`config.mk`:
```
export PLATFORM = sky130hd
export DESIGN_NAME = cpu_result_fifo
export DESIGN_NICKNAME = d
export VERILOG_FILES = /design/src/rtl/cpu_pkg.sv /design/src/rtl/result_fifo_mem.sv /design/src/rtl/cpu_result_fifo.sv
export SDC_FILE = /design/constraint.sdc
export NUM_CORES = 1
export LEC_CHECK = 0
export CAP_MARGIN = 20
export CORE_UTILIZATION = 60
export DETAILED_ROUTE_END_ITERATION = 8
export PLACE_DENSITY_LB_ADDON = 0.15
export SYNTH_ARGS = -nofsm -noshare
export SYNTH_HDL_FRONTEND = slang
export SYNTH_HIERARCHICAL = 1
export SYNTH_SLANG_ARGS = --single-unit
```
`constraint.sdc`:
```
create_clock -name clk -period 6.8 [get_ports clk]
set_input_delay 1.36 -clock clk [delete_from_list [all_inputs] [get_ports clk]]
set_output_delay 1.36 -clock clk [all_outputs]
set_load 0.005 [all_outputs]
```
`src/rtl/cpu_pkg.sv`:
```
// Shared CPU datapath definitions: result width, flag bit positions and beat types.
package cpu_pkg;

    localparam int DATA_W = 16;

    localparam int FLAG_COUT = 3;
    localparam int FLAG_OVF  = 2;
    localparam int FLAG_NO   = 1;
    localparam int FLAG_ZO   = 0;

    typedef logic [3:0] flags_t;

    typedef struct packed {
        logic [DATA_W-1:0] result;
        flags_t            flags;
    } result_beat_t;

endpackage

```
`src/rtl/result_fifo_mem.sv`:
```
// result_fifo_mem: DEPTH x WIDTH register array for the result FIFO.
// Synchronous write, combinational read; storage is deliberately not reset.
module result_fifo_mem #(
    parameter int WIDTH = 20,
    parameter int DEPTH = 8,
    parameter int AW    = $clog2(DEPTH)
) (
    input  logic             clk,
    input  logic             wr_en,
    input  logic [AW-1:0]    wr_addr,
    input  logic [WIDTH-1:0] wr_data,
    input  logic [AW-1:0]    rd_addr,
    output logic [WIDTH-1:0] rd_data
);

    logic [WIDTH-1:0] mem [DEPTH];

    // Write the pushed beat into its slot; contents are don't-care after reset.
    always_ff @(posedge clk) begin
        if (wr_en) begin
            mem[wr_addr] <= wr_data;
        end
    end

    assign rd_data = mem[rd_addr];

endmodule

```
`src/rtl/cpu_result_fifo.sv`:
```
// cpu_result_fifo: buffers ALU result + flags from a non-stallable CPU and drains
// them over a valid/ready handshake. Beats offered while full are dropped and
// counted in a saturating counter.
// Optional feature macro: RESULT_FIFO_STICKY_EN adds clr_sticky/sticky_flags,
// an OR-accumulation of the flags of every accepted beat.
module cpu_result_fifo #(
    parameter int DATA_W = cpu_pkg::DATA_W,
    parameter int DEPTH  = 8,
    parameter int CNT_W  = 8
) (
    input  logic                       clk,
    input  logic                       reset,
    input  logic                       in_valid,
    input  logic [DATA_W-1:0]          in_result,
    input  logic                       in_cout,
    input  logic                       in_overflow,
    input  logic                       in_no,
    input  logic                       in_zo,
    output logic                       in_ready,
    output logic                       out_valid,
    input  logic                       out_ready,
    output logic [DATA_W-1:0]          out_result,
    output logic [3:0]                 out_flags,
    output logic [$clog2(DEPTH):0]     level,
`ifdef RESULT_FIFO_STICKY_EN
    input  logic                       clr_sticky,
    output logic [3:0]                 sticky_flags,
`endif
    output logic [CNT_W-1:0]           drop_cnt
);

    import cpu_pkg::*;

    localparam int AW    = $clog2(DEPTH);
    localparam int LVL_W = AW + 1;
    localparam int MEM_W = DATA_W + $bits(flags_t);
    localparam logic [LVL_W-1:0] FULL_LVL = LVL_W'(DEPTH);

    // Saturating increment for the drop counter.
    function automatic logic [CNT_W-1:0] sat_inc(input logic [CNT_W-1:0] v);
        return (&v) ? v : v + 1'b1;
    endfunction

    logic [AW-1:0]    wr_ptr;
    logic [AW-1:0]    rd_ptr;
    logic             push;
    logic             pop;
    logic             drop;
    flags_t           push_flags;
    logic [MEM_W-1:0] head;

    always_comb begin
        push_flags            = '0;
        push_flags[FLAG_COUT] = in_cout;
        push_flags[FLAG_OVF]  = in_overflow;
        push_flags[FLAG_NO]   = in_no;
        push_flags[FLAG_ZO]   = in_zo;
    end

    // Handshake status comes straight from the occupancy register, so in_ready
    // has no combinational dependence on out_ready.
    assign in_ready  = (level != FULL_LVL);
    assign out_valid = (level != '0);
    assign push      = in_valid & in_ready;
    assign pop       = out_valid & out_ready;
    assign drop      = in_valid & ~in_ready;

    result_fifo_mem #(
        .WIDTH (MEM_W),
        .DEPTH (DEPTH),
        .AW    (AW)
    ) u_mem (
        .clk     (clk),
        .wr_en   (push),
        .wr_addr (wr_ptr),
        .wr_data ({in_result, push_flags}),
        .rd_addr (rd_ptr),
        .rd_data (head)
    );

    // Head entry is presented only when valid; zero while empty.
    assign out_result = out_valid ? head[MEM_W-1:4] : '0;
    assign out_flags  = out_valid ? head[3:0]       : '0;

    // Pointers wrap naturally (DEPTH is a power of two); level tracked separately.
    always_ff @(posedge clk or negedge reset) begin
        if (!reset) begin
            wr_ptr <= '0;
            rd_ptr <= '0;
            level  <= '0;
        end else begin
            if (push) wr_ptr <= wr_ptr + 1'b1;
            if (pop)  rd_ptr <= rd_ptr + 1'b1;
            if (push && !pop)      level <= level + 1'b1;
            else if (pop && !push) level <= level - 1'b1;
        end
    end

    // Count beats lost because the FIFO was full, saturating at all-ones.
    always_ff @(posedge clk or negedge reset) begin
        if (!reset) begin
            drop_cnt <= '0;
        end else if (drop) begin
            drop_cnt <= sat_inc(drop_cnt);
        end
    end

`ifdef RESULT_FIFO_STICKY_EN
    // Accumulate flags of accepted beats; a clear overrides a same-cycle push.
    always_ff @(posedge clk or negedge reset) begin
        if (!reset) begin
            sticky_flags <= '0;
        end else if (clr_sticky) begin
            sticky_flags <= '0;
        end else if (push) begin
            sticky_flags <= sticky_flags | push_flags;
        end
    end
`endif

endmodule

```
* Yosys cells after proc, flatten, opt, wreduce, memory -nomap -nowiden
Memories as Yosys holds them, arrays and structs flattened. Index checks and enable logic that the tools add are counted.
Storage, ports and cells: register bits after elaboration 18, latch bits 0, memory bits (writable) 160, ROM bits 0, memories kept 1
Memories:
- u_mem.mem | words 8, width 20, read ports 1, clocked after memory_dff 0, write ports 1, RTL line result_fifo_mem.sv:16 | logic [WIDTH-1:0] mem [DEPTH];
Operators by class: add/sub/neg operators 5, multipliers 0, divide/modulo/power cells 0, order comparisons 0, equal/unequal tests 1, shift operators 0, multiplexer cells 6, bitwise operators 5, reduce and logical (&&, ||, !) cells 8
Operators by type and width (number):
- $mux 16 | 1
- $mux 4 | 3
- $add 8x1->8 const B | 1
- $reduce_and 8->1 | 1
- $add 3x1->3 const B | 2
- $add 4x1->4 const B | 1
- $ne 4x4->1 const B | 1
- $reduce_bool 4->1 | 1
- $sub 4x1->4 const B | 1
- $and 1x1->1 | 3
- $logic_and 1x1->1 | 2
- $logic_not 1->1 | 2
- $mux 1 | 2
- $not 1->1 | 2
- $reduce_and 2->1 | 1
- $reduce_bool 2->1 | 1

* Depth between registers and ports, before layout
Gate-level depths: netlist of the first run.
depth in word-level cells 6, depth in mapped cells 10, gate-level depth less buffers 10

* By module
The synthesis of the first run kept the hierarchy.
By module, submodules not included:
- result_fifo_mem | times used 1, cells an instance 244, area an instance 6212.2 µm², seq. area each 4804.6 µm²
- cpu_result_fifo | times used 1, cells an instance 111, area an instance 1129.8 µm², seq. area each 450.4 µm²

* Worst setup path before layout of the first run
No wires, ideal clock.
path kind input port to flip-flop, start in in_valid, end mem u_mem.mem[0][0] (enable), library setup time 0.422 ns, arrival 3.039 ns, required time 6.378 ns, slack 3.339 ns, cell stages on the path 4, path through nand2_1 -> inv_1 -> nand2b_1 -> nor3_1
On the way: word-level cells in the longest chain between the ends 3
Ends and longest elaborated chain:
- start, declared | RTL line cpu_result_fifo.sv:13 | input logic in_valid,
- $and 1x1->1 | RTL line cpu_result_fifo.sv:64 | assign push = in_valid & in_ready;
- named net push | RTL line cpu_result_fifo.sv:46 | logic push;
- $mux 1 | RTL line result_fifo_mem.sv:20 | if (wr_en) begin
- $mux 1 (not written as such) | RTL line result_fifo_mem.sv:21 | mem[wr_addr] <= wr_data;
- end, declared | RTL line result_fifo_mem.sv:16
The timed path passes the listed nets, and every way through them passes these cells.

* Final worst setup path of the first run
start reg rd_ptr[0], end out out_flags[2]
On the way: word-level cells in the longest chain between the ends 2
Ends and longest elaborated chain:
- start, declared | RTL line cpu_result_fifo.sv:45 | logic [AW-1:0] rd_ptr;
- start signal, assigned | RTL line cpu_result_fifo.sv:93 | if (pop) rd_ptr <= rd_ptr + 1'b1;
- $mem_v2 8x20
- named net head[2] | RTL line cpu_result_fifo.sv:50 | logic [MEM_W-1:0] head;
- $mux 4 | RTL line cpu_result_fifo.sv:83 | assign out_flags = out_valid ? head[3:0] : '0;
- end, declared | RTL line cpu_result_fifo.sv:23 | output logic [3:0] out_flags,
The timed path passes the listed nets, and every way through them passes these cells.

==> qor.csv, run 1 <==
metric,value,unit
Max Freq,235,MHz
worst setup path class,reg2out,
clock root buffer,clkbuf_16,
via count,3563,
I/O pin count,58,
design area,8730,sq um
Post-synth EDFFs,160,
Worst-Skew Late Latency,0.42,ns
share of post-route cells with drive strength above 1,17.5,%
Worst-Margin Slew,0.818,ns
first-pass GRT wire length,19400,um
Fin Hold WS,0.503,ns
met1 Use GR,29.2,%
# DRC,0,
Final WS setup,2.54,ns
"Primary FF master, synth",edfxtp_1,
number of global-route vias before repair,3511,
Slew headroom,45.3,%
nets@finish,459,
CP cell instances,"buf_12, mux4_1, mux2_2, and2_1, clkdlybuf4s50_1",
CTS tree,built,
grt peak-use layer,met2,
unrepaired setup endpoints after global routing,false,
clk_skew,0.00579,ns
Pins Over Slew Limit,0,
Die Width,113,um
final setup fails,0,
Syn Nets,386,
Gate Count Post-Synth,355,
routed wire length,12500,um
CP required,5.44,ns
P&R area growth vs syn,18.8,%
DP Area,8150,sq um
placer congestion estimate,0.774,
Hold/Removal Path Class,reg2reg,
clock-pin slew on the worst setup and hold paths,0.06,ns
Pre-antenna DRT Iters,4,
Final ANT Viol Nets,0,
critical path's top delay family,multiplexers,
"IR drop worst, VDD",253,uV
post-synthesis cell type count,35,
P per Cell Area,417,nW/um^2
count of clock tree sinks,178,
final hold vios,0,
die area,12700,sq um
port bufs,57,
Yosys warnings,6,
core region area,12000,sq um
H-tree levels,4,
Final period util,62.7,%
Post-CTS Hold Buffers,0,
CTS Buffer Depth,2,
Num CTS Buffers,17,
Post-Syn Area per Cell,20.7,sq um
initial drt markers,195,
TNS Setup,0,ns
largest net degree at the start of global routing,36,
Via density,6.08,
"Slowest-stage cell, CP",dfrtp_2,
dpl hpwl,7370,um
total of max-cap violations,0,
Post-CTS Setup Bufs,0,
crit path DAT,2.90,ns
Starting Density,61.4,%
CP max stage delay,0.75,ns
antenna violations before repair,0,
total leakage power,2.99,nW
GRT Total Usage,21.7,%
Die Y,113,um
crit-path max FO,22,
GR Util met3,5.51,%
status,"complete, no violations",
Period minus WS final,4.26,ns
register bit total from synthesis,178,
Buf/Inv on CP,2,
# diodes,0,
Mapped Area,7340,sq um
Worst setup SP type,flip-flop,
met2 usage,34.2,%
sequential fraction of the synthesis area,71.6,%
GRT Residual Overflow,0,
Site Rows,40,
total power,3.64,mW
Routed WL per cell,21.4,um
Setup crit end kind,output port,
ys async rst share,10.1,%
post-place setup slack,2.94,ns
# resized after CTS,0,
final timing paths:
kind                                endpoint  slack (ns)  cells after the start  startpoint
worst max-delay path            out_flags[2]        2.54                      5   rd_ptr[0]
worst min-delay path               wr_ptr[2]        0.50                      1   wr_ptr[2]
worst max register to register      level[3]        3.80                      8    level[0]
worst min register to register     wr_ptr[2]        0.50                      1   wr_ptr[2]
max in group asynchronous          rd_ptr[0]        4.82                      1       reset
min in group asynchronous        drop_cnt[2]        1.42                      1       reset
through the flow:
step	utilization (%)	std cells
3_3_place_gp	67.8	554
2_1_floorplan	-	355
4_1_cts	72.9	586
6_report	72.9	586
5_1_grt	72.9	586
3_5_place_dp	68.2	556
cells in the mapped netlist (6+ instances only):
library cell / count / area share [%]
nor2_1: 6 / 0.31
nand2_1: 8 / 0.41
edfxtp_1: 160 / 65
mux2_2: 26 / 4.0
mux4_1: 40 / 14
ha_1: 6 / 1.0
dfrtp_1: 18 / 6.1
and2_1: 21 / 1.8
nand3_1: 6 / 0.41
clkbuf_1: 7 / 0.36
xnor2_1: 8 / 0.95
flip-flops by register name, indices dropped and copies added, names as in the netlist:
signal     cells
drop_cnt       8
level          4
wr_ptr         3
u_mem/mem    160
rd_ptr         3
power breakdown:
group / internal (mW) / switching [mW]
logic: 0.719 / 0.476
registers: 1.38 / 0.124
clock network: 0.568 / 0.371
routing by layer:
metal / wire length (um) / vias up
met5: 0 / -
met4: 238 / 0
met3: 529 / 19
met2: 6360 / 81
met1: 5400 / 1840
li1: - / 1623
logic make-up (layout without fill, tap and decap cells):
group	count (synthesis)	in the layout	synth area share (%)
AO/OA/AOI/OAI	12	12	1.07
flip-flops	178	178	71.6
multiplexers	69	69	18.7
adder cells (fa/ha/maj)	7	7	1.30
AND/OR/NAND/NOR	62	62	4.96
XOR/XNOR	8	8	0.954
buffers and inverters	19	103	1.40
layout by cell type (no fill, tap or decap), types with 2 or more instances in the layout:
cell             Yosys  final
edfxtp_1           160    160
clkdlybuf4s50_1      0     57
mux4_1              40     40
mux2_2              26     26
and2_1              21     21
clkbuf_16            0     17
dfrtp_1             18     17
buf_4                0      9
nand2_1              8      8
xnor2_1              8      8
nand3_1              6      6
ha_1                 6      6
nor2_2               0      6
nand4_1              5      5
o21ai_0              5      5
inv_1                4      4
nand2b_1             4      4
clkinvlp_4           0      4
nor3_1               5      3
bufinv_16            0      3
clkinv_2             0      3
mux2_1               2      2
a21oi_1              2      2
o211ai_1             2      2
clkinv_1             0      2
nor3_2               0      2
worst reg2reg max path, delay by kind of cell, from the launching register on:
family	cells	cell delay (ns)
and+or+nand+nor	3	1.43
adders and majority gates	2	0.62
DFF	1	0.49
AOI/OAI and AO/OA	2	0.23
buffers and inverters	1	0.13
layout make-up:
type,count,area (sq um)
clock inverter,12,143
tap,147,184
clock buffer,18,429
sequential,178,5260
fill,719,3240
timing repair buffer,68,686
inverter,5,18.8
multi-input combinational,158,2010
No activity file was read; power rests on OpenSTA's default activity.
==> run 2: changes to the inputs <==
Settings changed: CORE_UTILIZATION 60 to 52.
Clock period 6.8 ns to 3.6 ns, I/O delays scaled along.
==> run 2 against run 1 <==
Critical path depth unchanged. Die area increased by 15%. Via count increased by 0.31%. Final area increased by 0.30%. Hold slack got worse by 0.011 ns.
==> qor.csv, run 2 (synthesized netlist as in run 1, its figures left out) <==
metric,value,unit,change
status,"complete, no violations",,
count of clock tree sinks,178,,unchanged
core region area,13800,sq um,+16%
Site Rows,43,,+7.5%
Util after Layout,63.3,%,-9.7 points
share of post-route cells with drive strength above 1,17.6,%,+0.11 points
I/O pin count,58,,unchanged
Max Freq,290,MHz,
# resized after CTS,0,,unchanged
Routed WL per cell,21.3,um,-0.46%
max reg flops,160,,unchanged
Slew headroom,42.1,%,-3.2 points
first-pass GRT wire length,20000,um,+3.4%
Worst-Margin Slew,0.866,ns,+0.0479 ns
die area,14600,sq um,+15%
Die Y,121,um,+7.3%
GRT Total Usage,19.6,%,-2.1 points
# DRC,0,,unchanged
Hold/Removal Path Class,reg2reg,,
Starting Density,53.1,%,-8.3 points
Final ANT Viol Nets,0,,unchanged
crit-path max FO,36,,+64%
Setup crit end kind,output port,,
Non-Filler Instances,622,,+6.1%
largest registers,"u_mem/mem: 160 flops, drop_cnt: 8 flops, level: 4 flops",,
Period minus WS final,3.44,ns,
Pre-antenna DRT Iters,4,,unchanged
Worst-Skew Late Latency,0.42,ns,about the same
Die Width,121,um,+7.3%
CTS tree,built,,
P per Cell Area,784,nW/um^2,+88%
placer congestion estimate,0.753,,-2.7%
dpl cells,591,,+6.3%
design area,8750,sq um,+0.30%
via count,3574,,+0.31%
"commonest non-fill, non-tap cell in the layout",edfxtp_1,,
Num CTS Buffers,17,,unchanged
unrepaired setup endpoints after global routing,false,,
R2R Setup Slk,0.54,ns,-3.26 ns
Largest Register,u_mem/mem,,
"commonest cells after routing, fill and taps aside","160 x edfxtp_1, 57 x clkdlybuf4s50_1, 40 x mux4_1, 26 x mux2_2, 21 x and2_1",,
Final period util,95.7,%,
clock-pin slew on the worst setup and hold paths,0.06,ns,about the same
clock root buffer,clkbuf_16,,
critical register-to-register path startpoint,level[0],,
final hold vios,0,,unchanged
DP Area,8200,sq um,+0.60%
# diodes,0,,unchanged
hold path start,wr_ptr[2],,
P&R area growth vs syn,19.2,%,
R2R depth,8,,unchanged
TNS Setup,0,ns,unchanged
antenna violations before repair,0,,unchanged
CTS Buffer Depth,2,,unchanged
Post-CTS Setup Bufs,0,,unchanged
total leakage power,3.00,nW,+0.25%
"IR drop worst, VDD",389,uV,+54%
final setup fails,0,,unchanged
worst setup path class,reg2out,,
dpl hpwl,7370,um,about the same
H-tree levels,4,,unchanged
clk_skew,0.00608,ns,+0.000285 ns
Pins Over Slew Limit,0,,unchanged
Fin Hold WS,0.492,ns,-0.0106 ns
largest net degree at the start of global routing,42,,+17%
crit path DAT,2.72,ns,-0.18 ns
nets@finish,461,,+0.44%
FF-to-FF End,level[3],,
port bufs,57,,unchanged
Worst setup SP type,flip-flop,,
Setup crit start,rd_ptr[0],,
number of global-route vias before repair,3544,,+0.94%
Post-CTS Hold Buffers,0,,unchanged
routed wire length,13200,um,+5.7%
initial drt markers,182,,-6.7%
crit path to,out_result[6],,
GRT Residual Overflow,0,,unchanged
CP required,2.88,ns,-2.56 ns
Via density,5.75,,-5.5%
total of max-cap violations,0,,unchanged
==> run 2: cell count changes in the layout (fill, tap and decap cells not counted) <==
cell / delta
buf_12: +1
buf_16: -1
buf_4: +2
bufinv_16: -1
clkbuf_1: +1
clkinv_1: +1
clkinv_2: +1
clkinv_4: +1
clkinvlp_4: -3
inv_6: +1
==> run 2: per-layer routing <==
layer,global-route usage [%],routed length (um),vias to the layer above
li1,-,-,1626
met1,26.9,6100,1841
met2,30.7,6410,86
met3,4.20,527,21
met4,8.02,197,0
met5,0,0,-
==> run 2: worst min path at each step <==
stage | slack (ns) | endpoint | cells past startpoint
floorplan | 0.42 | drop_cnt[0] | 0
global placement | 0.48 | wr_ptr[2] | 1
detailed placement | 0.48 | wr_ptr[2] | 1
CTS | 0.49 | wr_ptr[2] | 1
global route | 0.52 | wr_ptr[2] | 1
finish | 0.49 | wr_ptr[2] | 1
==> run 2: power breakdown <==
part	switching, mW	internal [mW]
Sequential	0.205	2.61
Combinational	0.961	1.36
Clock	0.716	1.01
==> run 2: per-stage QoR <==
| stage | setup slack [ns] | power [mW] |
|---|---|---|
| CTS | 0.141 | 6.93 |
| global route | 0.0655 | 7.19 |
| floorplan | 0.762 | 4.20 |
| detailed placement | 0.415 | 5.21 |
| global placement | 0.550 | 5.15 |
| finish | 0.155 | 6.86 |
==> run 2: worst max-delay path: stages, from the launching register on <==
cell	delay, ns
dfrtp_2	0.50
buf_12	0.28
mux4_1	0.61
mux2_2	0.27
and2_1	0.14
clkdlybuf4s50_1	0.45
==> run 2: cell type report <==
class	instances	area [sq um]
tap	180	225
inverter	5	18.8
fill	971	5070
timing repair buffer	70	693
clock buffer	19	433
multi-input combinational	158	2010
sequential	178	5260
clock inverter	12	116
==> run 3: changes to the inputs <==
Settings changed: CORE_ASPECT_RATIO from default to 1.75, SYNTH_HIERARCHICAL 1 to default.
==> run 3 against run 2 <==
Utilization rose by 0.90 points. Clock power rose by 2%. Final area fell by 1.8%. Sequential power barely moved. Via count fell by 2.8%. Final cell count fell by 1.1%. Largest cell class unchanged. First-iteration DRC count rose by 27%.
==> qor.csv, run 3 <==
metric,value,unit,change
Gate Count Post-Synth,352,,-0.85%
Yosys warnings,0,,-6
Worst setup SP type,flip-flop,,
TNS Setup,0,ns,unchanged
hold path start,drop_cnt[4],,
critical register-to-register path startpoint,level[1],,
Num CTS Buffers,17,,unchanged
FF-to-FF End,level[3],,
ys async rst share,10.1,%,unchanged
CTS tree,built,,
Pins Over Slew Limit,0,,unchanged
Sw Ratio,29.2,%,+1.8 points
post-synthesis cell type count,39,,+11%
initial drt markers,231,,+27%
Largest Register,u_mem.mem,,
register bit total from synthesis,178,,unchanged
Setup crit start,rd_ptr[1],,
Yosys top cell by area,edfxtp_1,,
number of global-route vias before repair,3800,,+7.2%
dpl cells,583,,-1.4%
top post-synthesis cells by count,"160 x edfxtp_1, 40 x mux4_2, 23 x nor2_1",,
number of fillers in the final layout,950,,-2.2%
Util after Layout,64.2,%,+0.90 points
count of clock tree sinks,178,,unchanged
final setup fails,0,,unchanged
die area,14200,sq um,-2.6%
GRT Total Usage,19.9,%,+0.33 points
Internal Power,4.88,mW,-2.1%
Final period util,87.8,%,-7.9 points
Post-CTS Setup Bufs,0,,unchanged
Pre-antenna DRT Iters,4,,unchanged
"commonest non-fill, non-tap cell in the layout",edfxtp_1,,
crit-path max FO,34,,-5.6%
Max Freq,316,MHz,+9.0%
Clk network pwr share,25.5,%,+0.4 points
H-tree levels,4,,unchanged
largest net degree at the start of global routing,35,,-17%
Period minus WS final,3.16,ns,-0.284 ns
clock root buffer,clkbuf_16,,
dpl hpwl,7810,um,+6.0%
antenna violations before repair,0,,unchanged
Post-CTS Hold Buffers,0,,unchanged
max reg flops,160,,unchanged
Worst-Margin Slew,0.842,ns,-0.0232 ns
first-pass GRT wire length,20500,um,+2.1%
Comb pwr share,33.5,%,-0.3 points
clk_skew,0.00679,ns,+0.000710 ns
worst setup path class,reg2out,,
Starting Density,53.3,%,+0.25 points
total power,6.89,mW,+0.37%
top post-synthesis cells by area,"edfxtp_1 67%, mux4_2 13%, dfrtp_1 6.3%",,
"commonest cells after routing, fill and taps aside","160 x edfxtp_1, 57 x clkdlybuf4s50_1, 40 x mux4_2, 21 x mux2i_1, 20 x nor2_1",,
Syn Nets,383,,-0.78%
# resized after CTS,0,,unchanged
most numerous cell in the Yosys netlist,edfxtp_1,,
CTS Buffer Depth,2,,unchanged
status,"complete, no violations",,
clock-pin slew on the worst setup and hold paths,0.07,ns,about the same
"Primary FF master, synth",edfxtp_1,,
P&R area growth vs syn,20.3,%,
# DRC,0,,unchanged
Via density,5.65,,-1.7%
R2R Setup Slk,0.88,ns,+0.34 ns
# diodes,0,,unchanged
Worst-Skew Late Latency,0.42,ns,about the same
Post-Syn Area per Cell,20.3,sq um,-1.9%
Fin Hold WS,0.501,ns,+0.00805 ns
Non-Filler Instances,615,,-1.1%
Die Width,90.6,um,-25%
Site Rows,56,,+30%
Routed WL per cell,21.1,um,-0.93%
nets@finish,459,,-0.43%
share of post-route cells with drive strength above 1,25.6,%,+8.0 points
net switching power,2.01,mW,+6.9%
Final ANT Viol Nets,0,,unchanged
share of the synthesized area in the top cell type,67.3,%,+1.9 points
Hold/Removal Path Class,reg2reg,,
Sequential Power Share,41.0,%,about the same
largest registers,"u_mem.mem: 160 flops, drop_cnt: 8 flops, level: 4 flops",,
total leakage power,2.94,nW,-2.2%
final hold vios,0,,unchanged
unrepaired setup endpoints after global routing,false,,
routed wire length,13000,um,-2.0%
core region area,13400,sq um,-3.2%
"IR drop worst, VDD",582,uV,+50%
Mapped Area,7140,sq um,-2.8%
Die Y,157,um,+30%
Post-synth EDFFs,160,,unchanged
via count,3475,,-2.8%
sequential fraction of the synthesis area,73.6,%,+2.0 points
R2R depth,11,,+3
I/O pin count,58,,unchanged
placer congestion estimate,0.718,,-4.6%
crit path DAT,2.44,ns,-0.28 ns
Setup crit end kind,output port,,
GRT Residual Overflow,0,,unchanged
P per Cell Area,802,nW/um^2,+2.2%
total of max-cap violations,0,,unchanged
WHS Endpoint,drop_cnt[4],,
CP required,2.88,ns,about the same
port bufs,57,,unchanged
worst hold stages,1,,unchanged
Slew headroom,43.7,%,+1.6 points
-- run 3: cell count changes after synthesis, moves of 5 or more --
cell     change
mux4_1      -40
mux4_2      +40
mux2_2      -25
and2_1      -21
mux2i_1     +20
nor2_1      +17
buf_2        +7
xor2_1       +6
nand4_1      -5
-- run 3: worst max-delay path by stage --
stage | end | slack [ns] | cells after the start
after floorplan | u_mem.mem[0][0] | 0.44 | 2
after global placement | level[3] | 0.61 | 9
after detailed placement | level[3] | 0.57 | 10
after CTS | out_flags[2] | 0.38 | 5
after global routing | out_flags[2] | 0.31 | 5
final | out_flags[2] | 0.44 | 5
-- run 3: power groups by stage --
stage | Clock (mW) | Sequential [mW] | Combinational [mW]
after detailed placement | 0 | 2.87 | 2.36
after CTS | 1.79 | 2.83 | 2.37
after global routing | 1.88 | 2.86 | 2.53
after global placement | 0 | 2.85 | 2.33
final | 1.76 | 2.82 | 2.31
after floorplan | 0 | 2.78 | 1.44
-- run 3: layout make-up --
type	count	area [sq um]	area share, %
inverter	4	15.0	0.175
tap	174	218	2.53
sequential	178	5260	61.2
timing repair buffer	73	716	8.33
clock inverter	13	143	1.66
clock buffer	19	433	5.04
multi-input combinational	154	1810	21.1
-- run 3: cell families after synthesis --
group,Yosys count,synth area share (%)
compound gates,8,0.754
xor+xnor,11,1.35
fa+ha+maj,7,1.33
buf+inv,20,1.61
flops,178,73.6
mux,66,16.4
simple gates,62,4.94
-- run 3: metrics by stage --
stage / worst slack (ns) / cell area (sq um)
after floorplan: 0.438 / 7140
after global placement: 0.614 / 8020
after detailed placement: 0.575 / 8020
after CTS: 0.379 / 8590
after global routing: 0.312 / 8590
final: 0.439 / 8590
-- run 3: worst max-delay path: stages, from the launching register on --
cell	delay, ns
dfrtp_1	0.62
buf_12	0.29
mux4_2	0.34
mux2i_1	0.24
nor2_1	0.07
clkdlybuf4s50_1	0.45
-- run 3: per-layer routing --
metal	part of all wire (%)	vias to the layer above	track usage (%)
met3	4.4	17	4.40
met4	1.6	0	6.99
met5	0	-	0
met2	54	90	35.9
li1	-	1562	-
met1	40	1806	23.4
